## config.mk

```make
export PLATFORM = sky130hd
export DESIGN_NAME = alu_logic_arbiter
export DESIGN_NICKNAME = d
export VERILOG_FILES = /design/src/rtl/alu_logic_arbiter.sv
export SDC_FILE = /design/constraint.sdc
export NUM_CORES = 1
export LEC_CHECK = 0
export ABC_CLOCK_PERIOD_IN_PS = 1900
export BUFFER_PORTS_ARGS = -buffer_cell sky130_fd_sc_hd__buf_2
export CAP_MARGIN = 20
export CORE_MARGIN = 2
export CORE_UTILIZATION = 50
export DETAILED_ROUTE_END_ITERATION = 12
export PLACE_DENSITY_LB_ADDON = 0.2
export SYNTH_ARGS = -nofsm -noshare
export SYNTH_HDL_FRONTEND = slang
export SYNTH_SLANG_ARGS = --single-unit
```

## constraint.sdc

```tcl
create_clock -name clk -period 1.9 [get_ports clk]
set_clock_uncertainty 0.05 [all_clocks]
set_input_delay 0.38 -clock clk [delete_from_list [all_inputs] [get_ports clk]]
set_output_delay 0.38 -clock clk [all_outputs]
set_load 0.01 [all_outputs]
```

## src/rtl/alu_logic_arbiter.sv

```systemverilog
// alu_logic_arbiter: two valid/ready requesters share one AND/OR/NOT/XOR unit.
// The unit is granted round-robin and each result is returned with its requester id.
module alu_logic_arbiter #(
    parameter int bits = 4
) (
    input  logic            clk,
    input  logic            rst_n,
    input  logic            req0_valid,
    output logic            req0_ready,
    input  logic [1:0]      req0_op,
    input  logic [bits-1:0] req0_a,
    input  logic [bits-1:0] req0_b,
    input  logic            req0_fin,
    input  logic            req1_valid,
    output logic            req1_ready,
    input  logic [1:0]      req1_op,
    input  logic [bits-1:0] req1_a,
    input  logic [bits-1:0] req1_b,
    input  logic            req1_fin,
    output logic            rsp_valid,
    input  logic            rsp_ready,
    output logic            rsp_id,
    output logic [bits-1:0] rsp_out,
    output logic            rsp_N,
    output logic            rsp_Z,
    output logic            rsp_V,
    output logic            rsp_C
);
    typedef enum logic [1:0] {IDLE, EXEC, RESP} state_t;

    state_t          r_state, w_next;
    logic            r_last_grant, r_fin, r_valid, r_rsp_id, r_n, r_z;
    logic [1:0]      r_op;
    logic [bits-1:0] r_a, r_b, r_out, w_res;
    logic            w_gnt_id, w_hs;

    // Contention goes to whoever was not served last; otherwise the lone valid requester wins.
    assign w_gnt_id = (req0_valid && req1_valid) ? ~r_last_grant : req1_valid;
    assign w_hs     = req0_ready || req1_ready;
    assign w_res    = (r_op == 2'b00) ? (r_a & r_b) :
                      (r_op == 2'b01) ? (r_a | r_b) :
                      (r_op == 2'b10) ? ~(r_fin ? r_b : r_a) : (r_a ^ r_b);

    always_ff @(posedge clk or negedge rst_n) begin
        if (!rst_n) r_state <= IDLE;
        else        r_state <= w_next;
    end

    always_comb begin
        w_next     = r_state;
        req0_ready = 1'b0;
        req1_ready = 1'b0;
        if (r_state == IDLE) begin
            req0_ready = req0_valid && !w_gnt_id;
            req1_ready = req1_valid && w_gnt_id;
            w_next     = (req0_valid || req1_valid) ? EXEC : IDLE;
        end else if (r_state == EXEC) begin
            w_next = RESP;
        end else begin
            w_next = rsp_ready ? IDLE : RESP;
        end
    end

    always_ff @(posedge clk or negedge rst_n) begin
        if (!rst_n) begin
            r_last_grant <= 1'b1;
            r_op         <= '0;
            r_a          <= '0;
            r_b          <= '0;
            r_fin        <= 1'b0;
            r_valid      <= 1'b0;
            r_rsp_id     <= 1'b0;
            r_out        <= '0;
            r_n          <= 1'b0;
            r_z          <= 1'b0;
        end else begin
            if (w_hs) begin
                r_last_grant <= w_gnt_id;
                r_op         <= w_gnt_id ? req1_op  : req0_op;
                r_a          <= w_gnt_id ? req1_a   : req0_a;
                r_b          <= w_gnt_id ? req1_b   : req0_b;
                r_fin        <= w_gnt_id ? req1_fin : req0_fin;
            end
            if (r_state == EXEC) begin
                r_out    <= w_res;
                r_n      <= w_res[bits-1];
                r_z      <= (w_res == '0);
                r_valid  <= 1'b1;
                r_rsp_id <= r_last_grant;
            end else if (r_state == RESP && rsp_ready) begin
                r_valid <= 1'b0;
            end
        end
    end

    assign rsp_valid = r_valid;
    assign rsp_id    = r_rsp_id;
    assign rsp_out   = r_out;
    assign rsp_N     = r_n;
    assign rsp_Z     = r_z;
    assign rsp_V     = 1'b0;
    assign rsp_C     = 1'b0;
endmodule

```

==> metrics, run 1 <==
CP Cell Sequence a21boi_2, buf_4, nor2_1, buf_2; Cell variety after synth 24; largest delay contributor family on the critical path flip-flops; placed cell areas 1400 um2; H-Tree Depth 1; commonest non-fill, non-tap cell in the layout buf_2; GPL Wtd Cong 0.717; critical path class reg -> out; Peak supply drop 0.000766 V; share of cells above drive strength 1 33.1%; CP Launch Type flop; crit path buf inv count 2; CP max-delay cell dfstp_2; CP max FO 4; pins over their slew limit 0; Final ANT Viol Nets 0; Clock Sinks 21; Lkg Pwr 0.000740 uW; final period utilization 93.9%; Nets 193; IO buf count 36; Initial DRT Pass Iterations 4; WP data arrival 1.35 ns; Final WS setup 0.117 ns; DRC 0; final wirelength 2.31 mm; mapped cell area 1220 um2; root buf cell clkbuf_4; grt ovf 0; CTS tree yes; largest net degree at the start of global routing 24; die width 53.4 um; max cap viols 0; f_max 561 MHz; clock buffer depth 2; status complete, no violations; CP Data Required Time 1.47 ns; Seq/Total Area, Yosys 43.2%; final setup TNS 0 ns; CP max stage delay 0.58 ns; most frequent cells in the layout 36 x buf_2, 20 x dfrtp_1, 16 x a21oi_1; Via-to-Cell Ratio 5.01; Initial DRC Count 7; Hold WS 0.213 ns; Starting Density 54.1%; pre-CTS setup slack 0.197 ns; Synth Instances 121; placed cell count 180; post-route cell area 1440 um2; number of antenna diodes 0; full die area 2850 um2; # rows 17; Hold Crit Class in -> reg; # setup viols final 0; DP HPWL 1.86 mm; synthesis warning total 0; initial antenna violation count 0; final hold violations 0; Non-Filler Instances 185; worst skew pair latency 0.29 ns; post-synthesis average cell area 10.1 um2; Yosys reg bits 21; Power Dens Cells 1510 nW/um2; GRT Resource Usage Total 19.7%; Inserted Clock Buffers 3; die height 53.4 um; clock-pin slew on the worst setup and hold paths 0.11 ns; vias in the first global route 929; Tmin final 1.78 ns; RSZ-0062 raised after global routing no; area growth from synthesis to layout 18.2%; routed len/inst 12.5 um; DR vias 926; global-route wire length before repair 4.02 mm; core footprint 2250 um2; IO Count 39; CP Capture Type output pin
-- metrics by stage --
step	total power, uW	utilization, %
floorplan	1690	-
global placement	1880	62.2
detailed placement	1980	62.2
CTS	2200	63.8
global route	2390	63.9
finish	2170	63.9
-- flip-flops by register name, summed over array words and instances (netlist names) --
name,cells
rsp_id,1
r_state,2
r_last_grant,1
r_b,4
rsp_Z,1
r_fin,1
r_a,4
rsp_N,1
r_op,2
rsp_valid,1
rsp_out,3
-- metal layers --
| metal | share of wire (%) | routed length (um) | track usage (%) | up-vias |
|---|---|---|---|---|
| li1 | - | - | - | 478 |
| met1 | 43 | 1000 | 24.7 | 421 |
| met2 | 51 | 1190 | 34.4 | 27 |
| met3 | 5.2 | 121 | 3.67 | 0 |
| met4 | 0 | 0 | 5.13 | 0 |
| met5 | 0 | 0 | 0 | - |
-- Yosys cell counts --
master	instances	area share [%]
nor2_1	16	4.9
nand2_1	5	1.5
inv_1	11	3.4
o21a_1	1	0.62
a32o_1	1	0.82
buf_2	5	2.1
nand2b_1	1	0.51
a21oi_1	16	6.6
dfstp_2	1	2.2
o21ai_0	5	2.1
a21boi_2	1	0.92
conb_1	1	0.31
mux4_2	2	3.7
dfrtp_1	20	41
mux2_2	4	3.7
mux2i_1	13	11
ha_1	8	8.2
o211ai_1	2	1.2
buf_6	1	0.92
nor3_2	1	0.82
and2_1	1	0.51
mux2_1	1	0.92
buf_4	3	1.8
a31oi_1	1	0.51
-- cells by family (layout without fill, tap and decap cells) --
kind of cell	count (synthesis)	count (layout)	share of synthesized area (%)
AO/OA/AOI/OAI	27	27	12.7
AND/OR/NAND/NOR	24	24	8.32
flip-flops	21	21	43.2
multiplexers	20	20	19.0
buffers and inverters	20	55	8.21
adder cells (fa/ha/maj)	8	8	8.21
other	1	2	0.308
-- final cells by class --
cell class	instances	area [um2]
Timing Repair Buffer	40	213
Multi-Input combinational cell	81	598
Sequential cell	21	527
Tap cell	28	35.0
Inverter	11	41.3
Clock buffer	4	26.3
Fill cell	207	815
-- report_power, final --
| part | leakage (uW) | total (uW) | internal [uW] | switching, uW |
|---|---|---|---|---|
| logic | 0.000483 | 1050 | 519 | 532 |
| registers | 0.000241 | 909 | 672 | 237 |
| clock network | 0.0000150 | 208 | 81.5 | 126 |
| total | 0.000740 | 2170 | 1270 | 896 |
-- repair_timing --
| action | 4_1_cts | 5_1_grt |
|---|---|---|
| setup buffers | 0 | 0 |
| hold endpoints to repair | 20 | 0 |
| endpoints found under the setup margin | 0 | 1 |
| resized for setup | 0 | 1 |
| hold buffers | 1 | 0 |
-- final timing paths --
kind | start | endpoint | slack, ns | depth (start not counted)
setup / recovery | r_last_grant | req0_ready | 0.12 | 4
hold / removal | rsp_ready | r_state[1] | 0.21 | 2
setup reg to reg | r_a[0] | rsp_Z | 0.19 | 5
hold reg to reg | rsp_out[2] | rsp_out[2] | 0.43 | 2
max in group asynchronous | rst_n | r_last_grant | 0.94 | 2
min in group asynchronous | rst_n | r_state[0] | 0.52 | 2
No activity file was read; power rests on OpenSTA's default activity.
==> inputs of run 2 (changes only) <==
MAX_ROUTING_LAYER = met4   (was unset)
==> run 2 against run 1 <==
  * Via count did not move
  * Maximum frequency did not move
  * Combinational power barely moved
  * Worst setup slack barely moved
  * Flip-flop and latch count did not move
  * Sequential share of layout area did not move
  * Core utilization did not move
  * Total power barely moved
  * Final cell count did not move
  * Clock power barely moved
  * First-iteration DRC count did not move
  * Sequential power barely moved
  * Critical path type unchanged
  * Critical endpoint unchanged
==> metrics, run 2 (synthesis results as in run 1) <==
Power Dens Cells 1510 nW/um2 (about the same); Pwr Total 2170 uW (about the same); worst skew pair latency 0.29 ns (about the same); Metal-1 WL 1.01 mm (+0.70%); initial antenna violation count 0 (unchanged); # rows 17 (unchanged); Peak supply drop 0.000766 V (about the same); Initial DRC Count 7 (unchanged); fillcell total 207 (unchanged); final period utilization 93.9% (about the same); WP data arrival 1.35 ns (about the same); Hold Crit Class in -> reg; Inserted Clock Buffers 3 (unchanged); pins over their slew limit 0 (unchanged); CP Capture Type output pin; area growth from synthesis to layout 18.2% (unchanged); Starting Density 54.1% (unchanged); # setup viols final 0 (unchanged); CP Data Required Time 1.47 ns (about the same); CP Launch Type flop; root buf cell clkbuf_4; post-layout util 63.9% (unchanged); final wirelength 2.31 mm (unchanged); clock buffer depth 2 (unchanged); share of cells above drive strength 1 33.1% (unchanged); vias in the first global route 929 (unchanged); DR vias 926 (unchanged); Via-to-Cell Ratio 5.01 (unchanged); critical path class reg -> out; RSZ-0062 raised after global routing no; H-Tree Depth 1 (unchanged); final setup TNS 0 ns (unchanged); Final WS setup 0.117 ns (-0.00000200 ns); Final ANT Viol Nets 0 (unchanged); CP max FO 4 (unchanged); Top Layer Used met3; Lkg Pwr 0.000740 uW (unchanged); Tmin final 1.78 ns (+0.00000200 ns); f_max 561 MHz (unchanged); Non-Filler Instances 185 (unchanged); Nets 193 (unchanged); met2 wire length 1.19 mm (unchanged); global-route wire length before repair 4.02 mm (unchanged); DRC 0 (unchanged); IO buf count 36 (unchanged); number of antenna diodes 0 (unchanged); DP HPWL 1.86 mm (unchanged); die height 53.4 um (unchanged); GPL Wtd Cong 0.726 (+1.2%); final hold violations 0 (unchanged); GRT Resource Usage Total 20.2% (+0.51 points); full die area 2850 um2 (unchanged); clock-pin slew on the worst setup and hold paths 0.11 ns (about the same); placed cell count 180 (unchanged); core footprint 2250 um2 (unchanged); CTS tree yes; Clock Sinks 21 (unchanged); status complete, no violations; Initial DRT Pass Iterations 4 (unchanged); max cap viols 0 (unchanged); commonest non-fill, non-tap cell in the layout buf_2; pre-CTS setup slack 0.197 ns (unchanged); largest net degree at the start of global routing 24 (unchanged); IO Count 39 (unchanged); die width 53.4 um (unchanged); routed len/inst 12.5 um (unchanged); most frequent cells in the layout 36 x buf_2, 20 x dfrtp_1, 16 x a21oi_1; grt ovf 0 (unchanged); met3 wire length 113 um (-6.6%)
run 2: worst max-delay path, stage by stage (launching register included):
cell and delay (ns):
dfstp_2 0.58, a21boi_2 0.07, buf_4 0.15, nor2_1 0.11
buf_2 0.14
run 2: where the power goes:
part           switching, uW  internal (uW)
Sequential               237            672
Clock                    126           81.5
Combinational            532            519
run 2: area by class of cell:
type,count,area [um2],area share (%)
Clock buffer,4,26.3,1.82
Inverter,11,41.3,2.87
Multi-Input combinational cell,81,598,41.5
Sequential cell,21,527,36.6
Tap cell,28,35.0,2.43
Timing Repair Buffer,40,213,14.8
run 2: repair_timing:
item	CTS	global route
gates resized for setup	0	1
buffers inserted	0	0
hold buffers	1	0
hold endpoints to repair	20	0
setup endpoints to repair	0	1
run 2: worst paths after layout:
kind | start | endpoint | slack [ns] | depth (start not counted)
setup / recovery | r_last_grant | req0_ready | 0.12 | 4
hold / removal | rsp_ready | r_state[1] | 0.21 | 2
setup reg to reg | r_a[0] | rsp_Z | 0.19 | 5
hold reg to reg | rsp_out[2] | rsp_out[2] | 0.43 | 2
max in group asynchronous | rst_n | r_last_grant | 0.94 | 2
min in group asynchronous | rst_n | r_state[0] | 0.52 | 2
run 2: through the flow:
step	cell area, um2	hold slack (ns)
after floorplan	1220	0.0344
after global placement	1400	0.301
after detailed placement	1400	0.313
after CTS	1440	0.202
after global routing	1440	0.195
final	1440	0.213
run 2: per-layer routing:
layer / vias up / global-route usage [%]
met5: - / -
met4: 0 / 5.13
met3: 0 / 3.39
met2: 27 / 34.4
met1: 421 / 24.9
li1: 478 / -
